<file path="config.mk">
export PLATFORM = sky130hd
export DESIGN_NAME = env_follow
export DESIGN_NICKNAME = d
export VERILOG_FILES = /design/src/rtl/env_pkg.sv /design/src/rtl/env_abs.sv /design/src/rtl/env_follow.sv
export SDC_FILE = /design/constraint.sdc
export NUM_CORES = 1
export LEC_CHECK = 0
export CORE_ASPECT_RATIO = 1.25
export CORE_MARGIN = 5
export CORE_UTILIZATION = 45
export DETAILED_ROUTE_END_ITERATION = 8
export PLACE_DENSITY = 0.64
export SKIP_CTS_REPAIR_TIMING = 1
export SLEW_MARGIN = 20
export SYNTH_ARGS = -nofsm -noshare
export SYNTH_HDL_FRONTEND = slang
export SYNTH_SLANG_ARGS = --single-unit
</file>
<file path="constraint.sdc">
create_clock -name clk_48 -period 21.6 [get_ports clk_48]
set_clock_uncertainty 0.05 [all_clocks]
set_input_delay 2.16 -clock clk_48 [delete_from_list [all_inputs] [get_ports clk_48]]
set_output_delay 2.16 -clock clk_48 [all_outputs]
set_load 0.01 [all_outputs]
</file>
<file path="src/rtl/env_pkg.sv">
// Shared types and constants for the envelope follower.
//   sample_t / level_t : 24-bit sample and envelope level
//   calc_t             : 25-bit unsigned working width for envelope arithmetic
//   env_state_t        : follower state encoding (IDLE=0, ATTACK=1, HOLD=2, RELEASE=3)
//   ABS_SAT            : magnitude assigned to the most negative input sample
package env_pkg;

  localparam int unsigned SAMPLE_W = 24;
  localparam int unsigned CALC_W   = 25;

  typedef logic [SAMPLE_W-1:0] sample_t;
  typedef logic [SAMPLE_W-1:0] level_t;
  typedef logic [CALC_W-1:0]   calc_t;

  typedef enum logic [1:0] {
    ST_IDLE    = 2'd0,
    ST_ATTACK  = 2'd1,
    ST_HOLD    = 2'd2,
    ST_RELEASE = 2'd3
  } env_state_t;

  localparam level_t ABS_SAT = 24'h7FFFFF;

endpackage

</file>
<file path="src/rtl/env_abs.sv">
// Stage 1 of the envelope follower: registered absolute value of a signed
// 24-bit sample. The most negative value has no positive counterpart and is
// saturated to ABS_SAT.
// Ports:
//   clk       : sample-domain clock (rising edge)
//   rst       : synchronous active-high reset, clears the valid flag
//   x         : signed two's-complement sample
//   x_valid   : new-sample strobe
//   abs       : registered magnitude
//   abs_valid : one-cycle strobe, abs holds a fresh magnitude
module env_abs
  import env_pkg::*;
(
  input  logic    clk,
  input  logic    rst,
  input  sample_t x,
  input  logic    x_valid,
  output level_t  abs,
  output logic    abs_valid
);

  level_t mag;

  always_comb begin
    mag = x;
    if (x[23]) begin
      mag = (x == 24'h800000) ? ABS_SAT : level_t'(-x);
    end
  end

  always_ff @(posedge clk) begin
    if (rst) begin
      abs       <= '0;
      abs_valid <= 1'b0;
    end else begin
      abs_valid <= x_valid;
      if (x_valid) begin
        abs <= mag;
      end
    end
  end

endmodule

</file>
<file path="src/rtl/env_follow.sv">
// Peak envelope follower with attack / optional peak-hold / release and a
// threshold gate. Two-stage pipeline: stage 1 (env_abs) registers |x|,
// stage 2 updates env, state and gate and pulses env_valid.
// Build option: define ENV_PEAK_HOLD_EN to build the HOLD state and its
// sample counter; without it ATTACK falls straight through to RELEASE and
// HOLD_SAMPLES has no effect.
// Ports:
//   clk_48    : 48 kHz sample clock, rising edge
//   rst       : synchronous active-high reset
//   x         : sample, x[23:0] signed, x[31:24] ignored
//   x_valid   : new-sample strobe
//   env       : unsigned envelope level
//   env_valid : one-cycle strobe on each envelope update
//   gate      : registered env >= THRESH
//   state     : current follower state
module env_follow
  import env_pkg::*;
#(
  parameter int unsigned ATTACK_SHIFT  = 2,
  parameter int unsigned RELEASE_SHIFT = 8,
  parameter int unsigned HOLD_SAMPLES  = 480,
  parameter level_t      THRESH        = 24'h010000
) (
  input  logic        clk_48,
  input  logic        rst,
  input  logic [31:0] x,
  input  logic        x_valid,
  output logic [23:0] env,
  output logic        env_valid,
  output logic        gate,
  output logic [1:0]  state
);

  if (ATTACK_SHIFT < 1 || ATTACK_SHIFT > 8 || RELEASE_SHIFT < 1 ||
      RELEASE_SHIFT > 15 || HOLD_SAMPLES < 1 || HOLD_SAMPLES > 65535) begin : g_bad_param
    $error("env_follow: parameter out of range");
  end

  level_t     abs;
  logic       abs_valid;
  logic       unused_x_hi;

  env_state_t state_q, state_nx;
  level_t     env_q, env_nx;
  calc_t      abs_c, env_c, diff, step, sum;

`ifdef ENV_PEAK_HOLD_EN
  logic [15:0] hold_q, hold_nx;
`endif

  assign unused_x_hi = ^x[31:24];

  env_abs u_abs (
    .clk       (clk_48),
    .rst       (rst),
    .x         (x[23:0]),
    .x_valid   (x_valid),
    .abs       (abs),
    .abs_valid (abs_valid)
  );

  assign abs_c = {1'b0, abs};
  assign env_c = {1'b0, env_q};

  always_comb begin
    state_nx = state_q;
    env_nx   = env_q;
    diff     = '0;
    step     = '0;
    sum      = '0;
`ifdef ENV_PEAK_HOLD_EN
    hold_nx  = hold_q;
`endif
    if (abs_c > env_c) begin
      // Attack: move at least one LSB, never overshoot the input peak.
      diff = abs_c - env_c;
      step = diff >> ATTACK_SHIFT;
      if (step == '0) step = calc_t'(1);
      sum      = env_c + step;
      env_nx   = (sum > abs_c) ? abs : level_t'(sum);
      state_nx = ST_ATTACK;
`ifdef ENV_PEAK_HOLD_EN
      hold_nx  = 16'(HOLD_SAMPLES);
`endif
    end else begin
      unique case (state_q)
        ST_ATTACK: begin
`ifdef ENV_PEAK_HOLD_EN
          if (HOLD_SAMPLES == 1) begin
            state_nx = ST_RELEASE;
          end else begin
            state_nx = ST_HOLD;
            hold_nx  = 16'(HOLD_SAMPLES - 1);
          end
`else
          state_nx = ST_RELEASE;
`endif
        end
`ifdef ENV_PEAK_HOLD_EN
        ST_HOLD: begin
          hold_nx = hold_q - 16'd1;
          if (hold_nx == '0) state_nx = ST_RELEASE;
        end
`endif
        ST_RELEASE: begin
          // Decay by at least one LSB, floored at the current input level.
          diff = env_c - abs_c;
          step = diff >> RELEASE_SHIFT;
          if (step == '0) step = calc_t'(1);
          env_nx = (step >= diff) ? abs : level_t'(env_c - step);
          if (env_nx == '0) state_nx = ST_IDLE;
        end
        default: ;
      endcase
    end
  end

  always_ff @(posedge clk_48) begin
    if (rst) begin
      state_q   <= ST_IDLE;
      env_q     <= '0;
      gate      <= 1'b0;
      env_valid <= 1'b0;
`ifdef ENV_PEAK_HOLD_EN
      hold_q    <= '0;
`endif
    end else begin
      env_valid <= abs_valid;
      if (abs_valid) begin
        state_q <= state_nx;
        env_q   <= env_nx;
        gate    <= (env_nx >= THRESH);
`ifdef ENV_PEAK_HOLD_EN
        hold_q  <= hold_nx;
`endif
      end
    end
  end

  assign env   = env_q;
  assign state = state_q;

endmodule

</file>
### Yosys cells after proc, flatten, opt, wreduce, memory -nomap -nowiden

Cells that the tools add are included.

| storage, ports and cells | value |
|---|---|
| register bits | 53 |
| input port bits | 35 |
| logic and storage cells | 38 |

| operators by class | value |
|---|---|
| add/sub/neg operators | 5 |
| order comparisons | 4 |
| equality and inequality tests | 4 |
| multiplexer cells | 14 |
| reduce and logical (&&, ||, !) cells | 5 |

Operators with widths:

| cell | number |
|---|---|
| $mux W24 | 6 |
| $mux W25 | 3 |
| $logic_not A25 Y1 | 2 |
| $sub A24 B24 Y25 | 2 |
| $add A24 B25 Y25 | 1 |
| $ge A25 B25 Y1 | 1 |
| $gt A25 B24 Y1 | 1 |
| $eq A24 B24 Y1 const B | 1 |
| $ge A24 B17 Y1 const B | 1 |
| $gt A24 B24 Y1 | 1 |
| $logic_not A24 Y1 | 1 |
| $neg A24 Y24 | 1 |
| $sub A24 B24 Y24 | 1 |
| $mux W23 | 1 |
| $mux W17 | 1 |
| $mux W2 | 2 |
| $pmux W2 S2 | 1 |
| $ne A3 B3 Y1 const B | 1 |
| $reduce_and A3 Y1 | 1 |
| $reduce_bool A3 Y1 | 1 |
| $eq A2 B1 Y1 const B | 1 |
| $eq A2 B2 Y1 const B | 1 |

### Depth between registers and ports, before layout

| logic depth | value |
|---|---|
| depth after elaboration | 11 |
| mapped depth | 38 |
| mapped depth without buffers | 35 |

### Hierarchy

A second synthesis with hierarchy kept.

| second synthesis, totals | value |
|---|---|
| cell total of the unflattened synthesis | 1304 |
| area, all modules | 9321.4 µm² |

By module, submodules not included:

| module | instances | cells each | area an instance (µm²) |
|---|---|---|---|
| env_follow | 1 | 1136 | 7891.3 |
| env_abs | 1 | 168 | 1430.1 |

### Least setup slack after synthesis

Ideal clock, no wire load.

| timing | value |
|---|---|
| path kind | register to register |
| start | register env_q[1] (netlist: env[1]) |
| end | register gate |
| library setup time | 0.127 ns |
| data arrival time | 7.477 ns |
| data required time | 21.423 ns |
| path slack | 13.946 ns |
| cell stages (with the launch flop) | 36 |
| buffers on the path | 0 |
| cells stage by stage | dfxtp_1 -> inv_1 -> ha_1 -> nor2b_1 -> o31a_1 -> o31ai_2 -> nand2_1 -> a21oi_2 -> o21bai_1 -> xor2_1 -> or4_1 -> or4_1 -> nor4b_1 -> a21o_1 -> ha_1 -> inv_1 -> fa_1 -> nand2b_1 -> a21oi_1 -> o21ai_1 -> a21boi_0 -> o21a_1 -> nor2_1 -> xnor2_1 -> ha_1 -> a21oi_1 -> o21ai_0 -> a2111oi_0 -> nor2_1 -> nor4b_1 -> o22ai_2 -> mux2_2 -> a21oi_1 -> nand3_1 -> a2111oi_2 -> a21oi_1 |

| between the ends | value |
|---|---|
| cells in the longest elaborated chain, start to end | 10 |
| elaborated cells on any way between the ends | 19 |
| those cells by class | add/sub (4); order compare (4); mux (9); reduce/logical (2) |

RTL lines:

| element | RTL line | text |
|---|---|---|
| from (decl) | env_follow.sv:44 | `level_t env_q, env_nx;` |
| from (signal assigned) | env_follow.sv:131 | `env_q <= env_nx;` |
| parallel branches: the longest is 8 deep, another holds $sub A24 B24 Y25 | n/a |  |
| $mux W24 (*) | env_follow.sv:74 | `if (abs_c > env_c) begin` |
| $ge A24 B17 Y1 (*) | env_follow.sv:132 | `gate <= (env_nx >= THRESH);` |
| to (signal assigned) | env_follow.sv:132 |  |
| to (decl) | env_follow.sv:30 | `output logic gate,` |

Every way passes the cells marked *. The select of a mux whose other input is x is not followed.
A chain may end at the register's enable or synchronous reset.

### Worst setup path in the final report

| timing | value |
|---|---|
| start | register env_q[23] (netlist: env[23]) |
| end | register gate |

Same word-level chain as after synthesis.

==> impl_metrics.py <==
metrics = {
    "cells_and_area": {
        "n_antenna_cell": 0,
        "area_delta_synth_final_pct": 8.20,
        "nNetsFinal": 1451,
        "layout-drive-gt1-share_pct": 3.50,
    },
    "setup_path": {
        "regToRegSetupSlack_ns": 11.30,
        "critPathArrivalTime_ns": 10.43,
        "ff2ff_path_depth": 31,
        "crit_path_top_delay_cell": "dfxtp_1",
        "critPathKind": "flop to flop",
        "crit_path_max_fanout": 28,
        "worstSetupEndpointType": "flop",
        "cpMostUsedCell": "a21oi_1",
        "slowest_delay_ns": 0.68,
        "start_kind": "flop",
        "cp_data_required_time_ns": 21.73,
    },
    "yosys": {
        "ys_seq_elements": 53,
        "syn_avg_cell_area_sq_um": 7.32,
        "syn-num-nets": 1444,
        "netlist_instances": 1276,
        "netlist_area_sq_um": 9340,
        "synth_seq_area_share_pct": 11.4,
        "yosys.cell_count.top_type": "ha_1",
        "yosysWarnings": 0,
        "synth_top_area_share_pct": 17.4,
        "synth_edf_count": 0,
        "ys_async_sr_fraction_pct": 0,
        "synthFlopType": "dfxtp_1",
        "synthDistinctLibCells": 92,
        "synthTopCellsByArea": "ha_1 (17%), dfxtp_1 (11%), xnor2_1 (6.6%)",
        "synthTopCellsByCount": "ha_1 (130), nor2_1 (120), inv_1 (102)",
        "synth_area_leader_cell": "ha_1",
    },
    "floorplan": {
        "die-area_sq_um": 23800,
        "initial_core_util_pct": 45.2,
        "dieHeight_um": 171,
        "ioPinCount": 63,
        "die_w_um": 139,
        "num_rows": 59,
        "core_sq_um": 20700,
    },
    "routing": {
        "drt_pass1_iterations": 6,
        "drc": 0,
        "wire_per_inst_um": 20.4,
        "postRouteAntennaNets": 0,
        "detail_route.vias_per_cell": 6.14,
        "routed-via-count": 9564,
        "wirelength_um": 31700,
        "drt-initial-drc-count": 687,
    },
    "clock_tree": {
        "root_buffer": "clkbuf_16",
        "clk_pin_slew_ns": 0.07,
        "cts_tree": "built",
        "cts_buffers": 5,
        "clock_latency_ns": 0.30,
        "cts_max_path_buffers": 2,
        "cts.sinks": 53,
        "htree_levels": 2,
    },
    "sta": {
        "finalCritPeriodShare_pct": 47.7,
        "fmax_ghz": 0.0971,
        "setup_violations": 0,
        "finalHoldViolations": 0,
        "relSlewSlack_pct": 27.1,
        "fin_tns_setup_ns": 0,
        "tightest_slew_ns": 1.09,
        "finalMaxSlewViolations": 0,
        "rsz0062_at_grt": "no",
        "min_period_ns": 10.30,
    },
    "grt": {
        "grt_pass1_wl_um": 49200,
        "grt_max_degree": 54,
        "antenna_found_initial": 0,
        "track_usage_pct": 25.7,
        "grt_pass1_vias": 9134,
        "gr-total-overflow": 0,
    },
    "worst_hold_path": {
        "hold_path_depth": 2,
        "min_path_type": "flop to flop",
    },
    "place": {
        "hpwl_um": 26300,
        "gp_congestion": 1.02,
        "place.port_buffers": 54,
    },
    "flow_run": {
        "maxCapViolCount": 0,
    },
    "outcome": {
        "outcome": "finished clean",
    },
}
[worst max-delay path: cells and delay by family (launching register included)]
| family | cells | cell delay (ns) |
|---|---|---|
| AO/OA/AOI/OAI | 10 | 2.99 |
| XOR/XNOR | 1 | 0.21 |
| adder cells (fa/ha/maj) | 4 | 1.49 |
| buffers and inverters | 3 | 0.75 |
| flip-flops | 1 | 0.68 |
| multiplexers | 1 | 0.38 |
| AND/OR/NAND/NOR | 12 | 3.60 |
[stage by stage]
step                setup slack [ns]  cell area [sq um]  hold slack (ns)  instances  utilization [%]
floorplan                      13.95               9340            0.422       1276                -
global placement               11.50               9970            0.454       1550             48.2
detailed placement             11.47               9970            0.466       1550             48.2
CTS                            11.45              10100            0.489       1558             48.9
global route                   10.91              10100            0.511       1558             48.9
finish                         11.30              10100            0.492       1558             48.9
[placed cells by master (no fill, tap or decap), types with 5 or more instances in the layout]
master	instances
o21ai_1	6
nand3_1	25
o21a_1	16
a21oi_1	101
and2_1	7
and3_1	12
a22oi_1	15
o21bai_1	11
xor2_1	23
o31ai_1	8
a31oi_1	7
nor2b_1	21
buf_4	6
o211ai_1	12
mux2_2	6
nor2_1	120
a221oi_1	5
o21ai_0	66
or3_1	9
or2_2	5
a21boi_0	5
inv_1	102
a211oi_1	11
nor3_1	33
or4_1	10
mux2i_1	43
nor4_1	17
clkbuf_16	5
a21o_1	29
o41ai_1	5
o22ai_1	33
nand4_1	27
xnor2_1	70
clkdlybuf4s50_1	53
a221o_1	5
nand2b_1	15
ha_1	130
dfxtp_1	53
nand2_1	71
[sequential cells by signal, indices dropped and copies added, names as in the netlist]
name	count
u_abs.abs_valid	1
state	2
gate	1
u_abs.abs	24
env	24
env_valid	1
[logic make-up after synthesis]
| logic type | count (synthesis) | synth area share (%) |
|---|---|---|
| AOI/OAI and AO/OA | 388 | 27.7 |
| muxes | 50 | 5.57 |
| xor gates and xnor gates | 93 | 8.72 |
| adders and majority gates | 133 | 18.1 |
| and+or+nand+nor | 395 | 21.2 |
| buffers and inverters | 164 | 7.42 |
| DFF | 53 | 11.4 |
[final cells by class]
type / count / area [sq um]
clock buffers: 7 / 133
clock inverters: 1 / 7.51
fillers: 2132 / 10600
inverters: 104 / 392
multi-input cells: 1059 / 7590
flip-flops and latches: 53 / 1060
well taps: 274 / 343
repair buffers: 60 / 581
[final timing paths]
check,startpoint,to
setup / recovery,env[23]$_SDFFE_PP0P_,gate$_SDFFE_PP0P_
hold / removal,gate$_SDFFE_PP0P_,gate$_SDFFE_PP0P_
setup reg to reg,env[23]$_SDFFE_PP0P_,gate$_SDFFE_PP0P_
hold reg to reg,gate$_SDFFE_PP0P_,gate$_SDFFE_PP0P_
[metal layers]
metal	share of wire (%)	global-route usage (%)	wire [um]	up-vias
met1	44	32.7	14000	4459
li1	-	-	-	4701
met4	4.0	10.8	1280	0
met3	5.4	1.79	1710	62
met5	0	0	0	-
met2	47	45.1	14800	342
Power is not shown: default switching activity piles up to over one toggle a cycle in this logic, so the estimate is an artifact.
==> edit (same flow settings) <==
Make the reset (`rst`) asynchronous in 2 clocked blocks. Comments in the files are not updated.
--- a/src/rtl/env_abs.sv
+++ b/src/rtl/env_abs.sv
@@ -28,7 +28,7 @@
     end
   end
 
-  always_ff @(posedge clk) begin
+  always_ff @(posedge clk or posedge rst) begin
     if (rst) begin
       abs       <= '0;
       abs_valid <= 1'b0;
--- a/src/rtl/env_follow.sv
+++ b/src/rtl/env_follow.sv
@@ -115,7 +115,7 @@
     end
   end
 
-  always_ff @(posedge clk_48) begin
+  always_ff @(posedge clk_48 or posedge rst) begin
     if (rst) begin
       state_q   <= ST_IDLE;
       env_q     <= '0;
Check against the original RTL: differs if rst is asserted again (counterexample within 4 cycles, from zero or initial values and one cycle with rst high); with rst held inactive, the same outputs for 4 cycles.
==> edit against the original RTL <==
  * Sequential cell count did not move
  * Fmax increased by 3.9%
  * Worst setup slack improved by 0.38 ns
  * Synthesized area is 2.4% lower
  * Wire length is 7.6% lower
  * Final area shrank 1.3%
  * Critical path depth grew 3
  * Synthesized cell count down 4.7%
  * Critical path type unchanged
  * Highest routed layer unchanged
Power is not shown: default switching activity piles up to over one toggle a cycle in this logic, so the estimate is an artifact.
==> edit: results (changes against the original RTL) <==
- Status: finished, final reports clean
- Min-delay worst type: register to register
- Synth top cells by count: 130 x ha_1, 125 x a21oi_1, 106 x nor2_1
- Post-synthesis cell type count: 74 (-20%)
- I/O Buffers: 54 (unchanged)
- Initial DRC Count: 757 (+10%)
- Clk buf depth: 2 (unchanged)
- Clock root buffer: clkbuf_16
- Placer Congestion: 1.01 (-1.4%)
- Worst-case reg-to-reg path depth: 34 (+9.7%)
- Flop2flop setup slack: 11.69 ns (+0.38 ns)
- Top post-synthesis cells by area: ha_1 18%, dfrtp_1 15%, a21oi_1 6.9%
- Share of cells above drive strength 1: 3.25% (-0.26 points)
- Initial antenna violation count: 0 (unchanged)
- Worst flop-to-flop path endpoint: gate
- Drt wl/cell: 19.5 um (-4.1%)
- CTS H-tree depth: 2 (unchanged)
- Hold_sp: gate
- WP data arrival: 10.04 ns (-0.39 ns)
- GRT Total Usage: 25.0% (-0.69 points)
- Drt first pass iters: 6 (unchanged)
- Net total in the final layout: 1,399 (-3.6%)
- Hold path depth: 2 (unchanged)
- CP Max Fanout: 10 (-64%)
- Async set-reset flop share out of synthesis: 100% (+100 points)
- Hpwl dp: 24,100 um (-8.2%)
- Inserted Diodes: 0 (unchanged)
- Worst path slowest cell: dfrtp_1
- Worst-skew pair later-pin latency: 0.31 ns
- Inserted Clock Buffers: 5 (unchanged)
- Reg clk slew, reported paths: 0.08 ns
- Ys Warns: 0 (unchanged)
- Hold Fails Final Rpt: 0 (unchanged)
- First-pass GRT wire length: 46,000 um (-6.4%)
- Largest net degree at the start of global routing: 54 (unchanged)
- Primary FF master, synth: dfrtp_1
- Post-route ant nets: 0 (unchanged)
- Worst Hold Endpoint: gate
- Largest stage delay, worst path: 0.58 ns (-0.10 ns)
- RR Startpoint: env[8]
- Sequential area share after synthesis: 14.6% (+3.2 points)
- Via Count: 9,133 (-4.5%)
- Worst Max-Slew Pin Slew: 0.933 ns (-0.158 ns)
- Number of global-route vias before repair: 8,631 (-5.5%)
## edit: cell types whose count changed after synthesis, moves of 17 or more
cell     before  now
o21ai_0      66   49
xor2_1       23   41
dfrtp_1       0   53
a21oi_1     101  125
dfxtp_1      53    0
xnor2_1      70   47
## edit: how the worst max path moves through the flow
stage | start | end | slack (ns) | depth (start not counted)
6_report | env[8] | gate | 11.69 | 34
5_1_grt | env[8] | gate | 11.15 | 34
4_1_cts | env[8] | gate | 11.89 | 34
3_5_place_dp | env[8] | gate | 11.91 | 34
3_3_place_gp | env[8] | gate | 11.93 | 34
2_1_floorplan | env[1] | env[2] | 13.99 | 33
## edit: cell families (layout without fill, tap and decap cells)
kind of cell	after synthesis	after routing	share of synthesized area (%)
compound gates	407	407	29.4
mux	33	33	3.67
flops	53	53	14.6
fa+ha+maj	133	133	18.5
xor+xnor	88	88	8.46
buf+inv	158	174	6.92
simple gates	344	344	18.5
## edit: per-stage QoR
step | cells | utilization (%) | instance area [sq um] | hold slack, ns | worst slack [ns]
floorplan | 1216 | - | 9110 | 0.302 | 13.99
global placement | 1494 | 49.0 | 9820 | 0.518 | 11.93
detailed placement | 1494 | 49.0 | 9820 | 0.524 | 11.91
CTS | 1502 | 49.8 | 9980 | 0.536 | 11.89
global route | 1502 | 49.8 | 9980 | 0.554 | 11.15
finish | 1502 | 49.8 | 9980 | 0.532 | 11.69
## edit: area by class of cell
| cell class | count | area, sq um |
|---|---|---|
| clock buffer | 7 | 153 |
| sequential | 53 | 1330 |
| multi-input combinational | 1005 | 7170 |
| tap | 270 | 338 |
| fill | 2058 | 10100 |
| clock inverter | 1 | 5.00 |
| timing repair buffer | 61 | 593 |
| inverter | 105 | 394 |
## edit: per-layer routing
metal / GRT usage, % / part of all wire (%) / wire (um)
met5: 0 / 0 / 0
met4: 9.33 / 3.7 / 1080
met3: 1.99 / 5.5 / 1620
met2: 41.0 / 46 / 13500
met1: 34.3 / 45 / 13100
## edit: worst max-delay path, delay by kind of cell, from the launching register on
kind | cells | cell delay, ns
simple gates | 12 | 3.23
compound gates | 15 | 4.24
flops | 1 | 0.58
xor+xnor | 1 | 0.18
buf+inv | 2 | 0.15
fa+ha+maj | 4 | 1.34
